<file path="config.mk">
export PLATFORM = sky130hd
export DESIGN_NAME = piso_n
export DESIGN_NICKNAME = d
export VERILOG_FILES = /design/src/rtl/piso_n.sv
export SDC_FILE = /design/constraint.sdc
export NUM_CORES = 1
export LEC_CHECK = 0
export CAP_MARGIN = 20
export CELL_PAD_IN_SITES_DETAIL_PLACEMENT = 1
export CELL_PAD_IN_SITES_GLOBAL_PLACEMENT = 1
export CORE_ASPECT_RATIO = 1.5
export CORE_UTILIZATION = 43
export CTS_CLUSTER_SIZE = 8
export DETAILED_ROUTE_END_ITERATION = 12
export GPL_TIMING_DRIVEN = 0
export HOLD_SLACK_MARGIN = 0.1
export PLACE_DENSITY_LB_ADDON = 0.1
export RECOVER_POWER = 50
export SYNTH_ARGS = -nofsm -noshare
export SYNTH_HDL_FRONTEND = slang
export SYNTH_SLANG_ARGS = --single-unit
</file>
<file path="constraint.sdc">
create_clock -name clk -period 2.3 [get_ports clk]
set_input_delay 0.575 -clock clk [delete_from_list [all_inputs] [get_ports clk]]
set_output_delay 0.575 -clock clk [all_outputs]
set_load 0.01 [all_outputs]
</file>
<file path="src/rtl/piso_n.sv">
// Parallel-in serial-out transmitter with valid/last/done framing.
// Define PISO_PARITY_EN to append an even-parity bit to every frame.
module piso_n #(
  parameter int N         = 32,
  parameter bit LSB_FIRST = 1'b1
) (
  input  logic         clk,
  input  logic         reset,
  input  logic         load,
  input  logic [N-1:0] in_data,
  output logic         ready,
  output logic         ser_out,
  output logic         ser_valid,
  output logic         last,
  output logic         done
);

  localparam int CW = (N > 1) ? $clog2(N) : 1;
  localparam logic [CW-1:0] LAST_IDX = CW'(N - 1);

`ifdef PISO_PARITY_EN
  localparam bit PAR_EN = 1'b1;
  typedef enum logic [1:0] {
    IDLE   = 2'd0,
    SHIFT  = 2'd1,
    PARITY = 2'd2
  } state_t;
  logic par_q, par_d;
`else
  localparam bit PAR_EN = 1'b0;
  typedef enum logic [1:0] {
    IDLE  = 2'd0,
    SHIFT = 2'd1
  } state_t;
`endif

  state_t        state_q, state_d;
  logic [CW-1:0] cnt_q, cnt_d;
  logic [N-1:0]  sh_q, sh_d;
  logic          ser_out_d, ser_valid_d;
  logic          last_d, done_d;

  assign ready = (state_q == IDLE);

  always_ff @(posedge clk or posedge reset) begin
    if (reset) begin
      state_q   <= IDLE;
      cnt_q     <= '0;
      sh_q      <= '0;
      ser_out   <= 1'b0;
      ser_valid <= 1'b0;
      last      <= 1'b0;
      done      <= 1'b0;
`ifdef PISO_PARITY_EN
      par_q     <= 1'b0;
`endif
    end else begin
      state_q   <= state_d;
      cnt_q     <= cnt_d;
      sh_q      <= sh_d;
      ser_out   <= ser_out_d;
      ser_valid <= ser_valid_d;
      last      <= last_d;
      done      <= done_d;
`ifdef PISO_PARITY_EN
      par_q     <= par_d;
`endif
    end
  end

  // Outputs are computed one cycle ahead so every output leaves a flop.
  always_comb begin
    state_d     = state_q;
    cnt_d       = cnt_q;
    sh_d        = sh_q;
    ser_out_d   = 1'b0;
    ser_valid_d = 1'b0;
    last_d      = 1'b0;
    done_d      = 1'b0;
`ifdef PISO_PARITY_EN
    par_d       = par_q;
`endif
    unique case (1'b1)
      (state_q == IDLE): begin
        if (load) begin
          state_d     = SHIFT;
          cnt_d       = '0;
          ser_valid_d = 1'b1;
          ser_out_d   = LSB_FIRST ? in_data[0] : in_data[N-1];
          sh_d        = LSB_FIRST ? (in_data >> 1) : (in_data << 1);
          last_d      = (N == 1) && !PAR_EN;
`ifdef PISO_PARITY_EN
          par_d       = ^in_data;
`endif
        end
      end
      (state_q == SHIFT): begin
        if (cnt_q == LAST_IDX) begin
`ifdef PISO_PARITY_EN
          state_d     = PARITY;
          ser_valid_d = 1'b1;
          ser_out_d   = par_q;
          last_d      = 1'b1;
`else
          state_d     = IDLE;
          done_d      = 1'b1;
`endif
        end else begin
          cnt_d       = cnt_q + 1'b1;
          ser_valid_d = 1'b1;
          ser_out_d   = LSB_FIRST ? sh_q[0] : sh_q[N-1];
          sh_d        = LSB_FIRST ? (sh_q >> 1) : (sh_q << 1);
          last_d      = !PAR_EN && (cnt_d == LAST_IDX);
        end
      end
`ifdef PISO_PARITY_EN
      (state_q == PARITY): begin
        state_d = IDLE;
        done_d  = 1'b1;
      end
`endif
      default: state_d = IDLE;
    endcase
  end

endmodule

</file>
==> results of run 1 <==
-- worst max-delay path: cells and delay by family, from the launching register on --
family	cells	cell delay (ps)
buf+inv	4	970
flops	1	390
-- metrics by stage --
stage | hold WS, ps | setup TNS (ps) | util, % | power, W
after global placement | 490 | -2020 | 54.4 | 0.00228
after floorplan | 471 | 0 | - | 0.00208
after CTS | 511 | 0 | 56.5 | 0.00291
final | 510 | 0 | 56.5 | 0.00287
after detailed placement | 493 | 0 | 54.4 | 0.00237
after global routing | 535 | 0 | 56.5 | 0.00307
-- worst min path at each step --
stage              from        to  slack [ps]  cells after the start
3_5_place_dp   sh_q[11]  sh_q[11]         490                      1
4_1_cts        sh_q[11]  sh_q[11]         510                      1
3_3_place_gp   sh_q[29]  sh_q[29]         490                      1
2_1_floorplan  sh_q[30]  sh_q[30]         470                      1
6_report       sh_q[19]  sh_q[19]         510                      1
5_1_grt         sh_q[0]   sh_q[0]         530                      1
-- final cells by class --
cell class	instances	area, sq um	area share [%]
buffer	8	101	3.70
clock buffer	7	96.3	3.51
clock inverter	1	5.00	0.183
inverter	4	15.0	0.548
multi-input combinational	92	1020	37.4
sequential	41	1030	37.4
tap	66	82.6	3.01
timing repair buffer	39	390	14.2
-- flip-flops by register name, indices dropped and copies added (netlist names) --
register   cells
cnt_q          5
done           1
last           1
ser_out        1
ser_valid      1
sh_q          31
state_q        1
-- cell families (layout without fill, tap and decap cells) --
family / count (synthesis) / in the layout / share of synthesized area, %
adder cells (fa/ha/maj): 3 / 3 / 1.73
flip-flops: 41 / 41 / 47.4
XOR/XNOR: 3 / 3 / 1.21
multiplexers: 62 / 62 / 37.2
buffers and inverters: 12 / 59 / 5.38
AND/OR/NAND/NOR: 14 / 14 / 4.22
AO/OA/AOI/OAI: 10 / 10 / 2.89
-- synthesized netlist by cell type (all sizes together) --
library cell	instances	area share [%]
and2b	1	0.35
o31ai	1	0.35
and2	1	0.29
nor2	3	1.6
o221ai	1	0.40
nor4	1	0.29
mux2	60	36
xor2	1	0.40
o2bb2ai	1	0.40
xnor2	2	0.81
mux2i	2	0.92
inv	4	0.69
nand2b	1	0.29
ha	3	1.7
and3	1	0.29
buf	8	4.7
dfrtp	41	47
o22ai	2	0.58
nand3	1	0.23
o21ai	5	1.2
nand2	5	0.87
-- report_power, final --
group          switching, W  leakage, nW  internal, W
clock              0.000248       0.0542     0.000272
combinational      0.000386        0.764     0.000788
sequential         0.000180        0.530     0.000999
total              0.000814         1.35      0.00206
-- what timing repair did --
action,4_1_cts,5_1_grt
endpoints found under the hold margin,0,0
gates resized for setup,0,2
setup buffers,0,0
endpoints found under the setup margin,0,29
-- routing by layer --
metal	part of all wire [%]	global-route usage, %	vias to the layer above
met3	2.8	4.34	2
met5	0	0	-
li1	-	-	599
met2	58	32.5	25
met1	39	20.9	656
met4	0.69	6.77	0
==> metrics.txt, run 1 <==
run status completed; final worst slack 83.8 ps; Hold Buf Count CTS 0; syn avg cell area 14.9 sq um; Die Ht 88.9 um; post-synthesis sequential area ratio 47.4%; Final Cycle Share 96.4%; grt ovf 0; Setup crit start kind register; via count 1282; commonest non-fill, non-tap cell in the layout dfrtp_1; Worst EP arrival 1640 ps; Crit Path Max Fanout 10; Crit-path slowest cell clkdlybuf4s50_1; placed wire-length estimate 3.00 mm; starting density of the core 44.6%; non-filler instance count after layout 258; DRC 0; First-pass DRT Iterations 4; Crit path top cell by count buf_6; pin count of the biggest net entering global routing 42; RSZ-0062 raised after global routing no; vias per inst 4.97; CTS max path bufs 2; fmax 0.451 GHz; Mapped Area 0.00216 sq mm; Max Cap Viol 0; CTS root buf clkbuf_8; initial drt markers 36; antenna violation net count after detailed routing 0; placed inst area 0.00264 sq mm; Nets 229; initial antenna violation count 0; Reg2Reg Launch Point cnt_q[0]; CTS tree yes; worst-margin pin slew 864 ps; first-pass GRT wire length 7.11 mm; crit path capture type primary output; Routed Wire Length 4.20 mm; Fillers 485; Die X 59.9 um; CP peak stage delay 550 ps; core box area 0.00485 sq mm; CTS Buf Count 5; CTS Sinks 41; die area 0.00533 sq mm; DR WL/cell 16.3 um; CP Cell Sequence buf_6, buf_6, inv_1, clkdlybuf4s50_1; post-synth net total 183; Area growth, synth to finish 26.6%; dpl cells 250; R2R depth 8; Slew Viols, Final 0; Reg-to-Reg End sh_q[25]; Antenna diodes 0; Cell variety after synth 25; slew margin rel. 42.3%; H-tree level count 2; Post-Syn Instances 145; most frequent cells in the layout 41 x dfrtp_1, 38 x clkdlybuf4s50_1, 31 x mux2_2; Worst Setup SP state_q[0]; Final Hold Viols 0; Rows 31; gpl congestion 0.735; Setup crit end ready; Final setup viols 0; power density over the cells 1050 mW/mm^2; pre-CTS setup slack 103 ps; WS Path Type register to primary output; required time worst endpoint 1730 ps; IO Port Bufs 39; Tightest Hold Check Type register to register; Total Routing Usage GR 18.3%; Clock transition at path regs 90 ps; fin area 0.00274 sq mm; Tmin final 2220 ps; Seq cells post-synth 41; clk_lat worst skew 290 ps; vias in the first global route 1477; Worst VDD drop 0.407 mV; io pins 40; Worst Skew 9.07 ps; share of cells above drive strength 1 41.7%; Yosys warnings 0; r2r setup slk 150 ps; Pleak 1.35 nW
Note: power is estimated with default switching activity, not from simulation.
==> run 2, diff against run 1 <==
--- a/config.mk
+++ b/config.mk
@@ -16,6 +16,7 @@
 export HOLD_SLACK_MARGIN = 0.1
 export PLACE_DENSITY_LB_ADDON = 0.1
 export RECOVER_POWER = 50
+export SETUP_SLACK_MARGIN = 0.05
 export SYNTH_ARGS = -nofsm -noshare
 export SYNTH_HDL_FRONTEND = slang
 export SYNTH_SLANG_ARGS = --single-unit
==> run 2 against run 1 <==
  * Global-route usage stayed put
  * Utilization is 0.15 points higher
  * Highest routed layer unchanged
  * Combinational power barely moved
  * Largest power group is now combinational cells
  * Via count up 0.86%
  * Sequential power is essentially flat
  * Worst setup slack gained 60 ps
  * Fmax increased by 2.8%
  * Wire length increased by 2.1%
  * Die area is the same
  * Non-clock buffer count did not move
  * Worst hold slack gained 0.89 ps
  * Count of clock-buffer cells in the layout is the same
==> metrics.txt, run 2 (synthesis gave the netlist of run 1 again) <==
share of cells above drive strength 1 41.7%; pre-CTS setup slack 103 ps; vias in the first global route 1477; Worst VDD drop 0.407 mV; Die Ht 88.9 um; Antenna diodes 0; io pins 40; initial antenna violation count 0; CTS Sinks 41; Nets 229; Register Area 0.00103 sq mm; Slew Viols, Final 0; required time worst endpoint 2480 ps; Rows 31; Area growth, synth to finish 27.0%; Tightest Hold Check Type register to register; IO Port Bufs 39; pin count of the biggest net entering global routing 42; Total Routing Usage GR 18.3%; commonest non-fill, non-tap cell in the layout dfrtp_1; Pleak 1.37 nW; Post-Route Setup TNS 0 ps; Crit-path slowest cell dfrtp_1; worst-margin pin slew 864 ps; vias per inst 5.01; Worst EP arrival 2330 ps; via count 1293; RSZ-0062 raised after global routing no; placed inst area 0.00264 sq mm; Hold Buf Count CTS 0; fmax 0.464 GHz; starting density of the core 44.6%; die area 0.00533 sq mm; Routed Wire Length 4.29 mm; Reg with most FFs sh_q; R2R depth 8; run status completed; DR WL/cell 16.6 um; slew margin rel. 42.3%; CTS max path bufs 2; Die X 59.9 um; CP Cell Sequence ha_1, and3_1, ha_2, and2_1, buf_6, nor2_8, buf_8, mux2_4; Fillers 485; r2r setup slk 140 ps; grt ovf 0; fin area 0.00275 sq mm; Clock transition at path regs 90 ps; WS Path Type register to register; Reg-to-Reg End sh_q[10]; H-tree level count 2; final worst slack 144 ps; clk_lat worst skew 290 ps; multi-input logic area 0.00102 sq mm; Final Cycle Share 93.8%; Reg2Reg Launch Point cnt_q[0]; worst hold path startpoint sh_q[19]; Tmin final 2160 ps; antenna violation net count after detailed routing 0; crit path capture type register; most frequent cells in the layout 41 x dfrtp_1, 37 x clkdlybuf4s50_1, 31 x mux2_2; power density over the cells 1050 mW/mm^2; Final Hold Viols 0; Setup crit start kind register; Max Cap Viol 0; core box area 0.00485 sq mm; top flop regs sh_q (31), cnt_q (5); dpl cells 250; initial drt markers 37; CTS tree yes; Largest register FFs 31; WHS Path Cells 1; CTS root buf clkbuf_8; First-pass DRT Iterations 4; setup bufs post-CTS 0; DRC 0; CP peak stage delay 430 ps; Worst Skew 8.31 ps; Crit Path Max Fanout 10; first-pass GRT wire length 7.11 mm; CTS resizes 0; Final setup viols 0; Final Power 0.00289 W; gpl congestion 0.735; non-filler instance count after layout 258; Hold Crit Endpoint sh_q[19]; placed wire-length estimate 3.00 mm; CTS Buf Count 5
## run 2: changes by cell type in the layout (fill, tap and decap cells not counted)
| cell | previous run | this run |
|---|---|---|
| dlymetal6s2s_1 | 0 | 1 |
| clkdlybuf4s50_1 | 38 | 37 |
| buf_8 | 3 | 2 |
| buf_12 | 0 | 1 |
## run 2: per-stage QoR
stage	hold slack, ps	utilization [%]
finish	511	56.7
global route	535	56.7
CTS	511	56.5
detailed placement	493	54.4
global placement	490	54.4
floorplan	471	-
## run 2: how the worst max path moves through the flow
stage	startpoint	end	slack (ps)	cells past startpoint
finish	cnt_q[0]	sh_q[10]	140	8
global route	cnt_q[0]	sh_q[10]	40	8
CTS	cnt_q[0]	sh_q[14]	70	8
detailed placement	cnt_q[0]	sh_q[14]	100	8
global placement	reset	sh_q[2]	-50	2
floorplan	cnt_q[0]	sh_q[10]	290	8
## run 2: per-layer routing
| metal | track usage (%) | vias up | part of all wire (%) |
|---|---|---|---|
| met2 | 32.5 | 30 | 58 |
| met5 | 0 | - | 0 |
| met1 | 20.9 | 657 | 38 |
| li1 | - | 600 | - |
| met3 | 4.34 | 6 | 3.3 |
| met4 | 6.77 | 0 | 1.4 |
## run 2: layout make-up
type	count	share of cell area (%)
flip-flops and latches	41	37.3
multi-input cells	92	37.3
repair buffers	39	14.3
plain buffers	8	3.87
clock buffers	7	3.50
well taps	66	3.00
inverters	4	0.546
clock inverters	1	0.182
## run 2: report_power, final
group | internal [W] | switching, W | leakage (nW)
registers | 0.000999 | 0.000181 | 0.530
logic | 0.000791 | 0.000394 | 0.786
clock network | 0.000272 | 0.000253 | 0.0542
## run 2: critical path, delay by kind of cell, from the launching register on
family | cells | cell delay (ps)
buffers and inverters | 2 | 320
adders and majority gates | 2 | 460
muxes | 1 | 310
DFF | 1 | 430
and+or+nand+nor | 3 | 500
==> run 3, diff against run 2 <==
--- a/config.mk
+++ b/config.mk
@@ -9,6 +9,7 @@
 export CELL_PAD_IN_SITES_DETAIL_PLACEMENT = 1
 export CELL_PAD_IN_SITES_GLOBAL_PLACEMENT = 1
 export CORE_ASPECT_RATIO = 1.5
+export CORE_MARGIN = 4
 export CORE_UTILIZATION = 43
 export CTS_CLUSTER_SIZE = 8
 export DETAILED_ROUTE_END_ITERATION = 12
@@ -17,6 +18,8 @@
 export PLACE_DENSITY_LB_ADDON = 0.1
 export RECOVER_POWER = 50
 export SETUP_SLACK_MARGIN = 0.05
+export SKIP_LAST_GASP = 1
 export SYNTH_ARGS = -nofsm -noshare
 export SYNTH_HDL_FRONTEND = slang
 export SYNTH_SLANG_ARGS = --single-unit
+export TNS_END_PERCENT = 5
==> run 3 against run 2 <==
  * Critical path depth stayed put
  * Register-to-register slack worse by 60 ps
  * Non-clock buffer count stayed put
  * Final cell count stayed put
  * Via count is 2.4% lower
  * Power is 2.6% higher
  * Count of clock-buffer cells in the layout is 1 lower
  * Sequential power hardly changed
  * Critical path type unchanged
  * Highest routed layer unchanged
==> metrics.txt, run 3 (synthesis gave the netlist of run 1 again) <==
Worst VDD drop 0.485 mV; vias per inst 4.89; run status completed; slew margin rel. 43.0%; Reg with most FFs sh_q; initial drt markers 15; Crit Path Max Fanout 10; worst-margin pin slew 853 ps; gpl congestion 0.720; fmax 0.450 GHz; DRC 0; Tmin final 2220 ps; pin count of the biggest net entering global routing 42; io pins 40; CP Cell Sequence ha_1, and3_1, ha_1, and2_1, buf_6, nor2_8, buf_8, mux2_4; Slew Viols, Final 0; Combinational Power Share 39.7%; Largest register FFs 31; CTS Buf Count 5; first-pass GRT wire length 6.86 mm; Worst EP arrival 2400 ps; DR WL/cell 16.1 um; clk_lat worst skew 300 ps; share of cells above drive strength 1 41.1%; clock power share 20.6%; Routed Wire Length 4.15 mm; Fillers 488; required time worst endpoint 2480 ps; Switching Power 0.000821 W; pre-CTS setup slack 111 ps; core box area 0.00485 sq mm; Nets 229; Int Pwr 0.00214 W; commonest non-fill, non-tap cell in the layout dfrtp_1; die area 0.00626 sq mm; WS Path Type register to register; grt ovf 0; top flop regs sh_q (31), cnt_q (5); CTS Sinks 41; via count 1262; Tightest Hold Check Type register to register; initial antenna violation count 0; Post-Route Setup TNS 0 ps; antenna violation net count after detailed routing 0; Final Hold Viols 0; Flop pwr share 39.8%; Final Cycle Share 96.6%; starting density of the core 44.6%; Die Ht 94.9 um; Die X 65.9 um; Pleak 1.38 nW; Setup crit start kind register; Antenna diodes 0; Worst Skew 12.6 ps; CP peak stage delay 430 ps; H-tree level count 2; Clock transition at path regs 90 ps; Area growth, synth to finish 28.0%; CTS tree yes; power density over the cells 1070 mW/mm^2; Max Cap Viol 0; crit path capture type register; Crit path top cell by count ha_1; placed wire-length estimate 3.11 mm; Rows 31; First-pass DRT Iterations 3; Net Sw Frac 27.7%; Min Hold Slack 508 ps; Final setup viols 0; CTS max path bufs 2; vias in the first global route 1423; most frequent cells in the layout 41 x dfrtp_1, 37 x clkdlybuf4s50_1, 31 x mux2_2; RSZ-0062 raised after global routing yes; Crit-path slowest cell dfrtp_1; CTS root buf clkbuf_8; Total Routing Usage GR 14.4%; IO Port Bufs 39; final worst slack 78.9 ps
-- run 3: cell count changes in the layout (fill, tap and decap cells not counted), sizes merged --
cell      delta
clkinvlp     +1
clkbuf       -1
clkinv       -1
bufinv       +1
-- run 3: worst max-delay path: cells and delay by family (launching register included) --
kind | cells | cell delay [ps]
AND/OR/NAND/NOR | 3 | 540
adder cells (fa/ha/maj) | 2 | 510
flip-flops | 1 | 430
buffers and inverters | 2 | 320
multiplexers | 1 | 310
-- run 3: layout make-up --
cell class,instances,area [sq um],share of cell area [%]
inverter,4,15.0,0.542
timing repair buffer,39,393,14.2
multi-input combinational,92,1020,36.9
clock inverter,2,37.5,1.36
sequential,41,1030,37.0
tap,66,82.6,2.98
clock buffer,6,82.6,2.98
buffer,8,111,4.02
-- run 3: through the flow --
stage | std cells | area [sq um] | total power, W | util, %
finish | 258 | 2770 | 0.00297 | 57.1
global route | 258 | 2770 | 0.00313 | 57.1
CTS | 258 | 2760 | 0.00300 | 56.9
detailed placement | 250 | 2640 | 0.00237 | 54.4
global placement | 250 | 2640 | 0.00228 | 54.4
floorplan | 145 | 2160 | 0.00208 | -
-- run 3: timing repair --
item	4_1_cts	5_1_grt
hold buffers	0	0
buffers inserted	0	0
resized for setup	0	3
endpoints found under the setup margin	0	30
-- run 3: path summary, 6_finish.rpt --
| check | start | endpoint | slack, ps | cells after the start |
|---|---|---|---|---|
| setup / recovery | cnt_q[0] | sh_q[2] | 80 | 8 |
| hold / removal | sh_q[18] | sh_q[18] | 510 | 1 |
| setup reg to reg | cnt_q[0] | sh_q[2] | 80 | 8 |
| hold reg to reg | sh_q[18] | sh_q[18] | 510 | 1 |
| max in group asynchronous | reset | sh_q[13] | 860 | 2 |
| min in group asynchronous | reset | sh_q[26] | 900 | 2 |
-- run 3: power groups by stage --
stage,Clock (W),Sequential [W],Combinational [W]
detailed placement,0,0.00119,0.00118
global route,0.000649,0.00121,0.00127
CTS,0.000625,0.00118,0.00119
finish,0.000610,0.00118,0.00118
global placement,0,0.00116,0.00112
floorplan,0,0.00113,0.000945
-- run 3: routing by layer --
layer  up-vias  track usage [%]  share of wire (%)
met2        27             26.8                 56
met5         -                0                  0
met3         7             3.81                4.3
li1        602                -                  -
met1       626             15.4                 38
met4         0             5.08                1.6
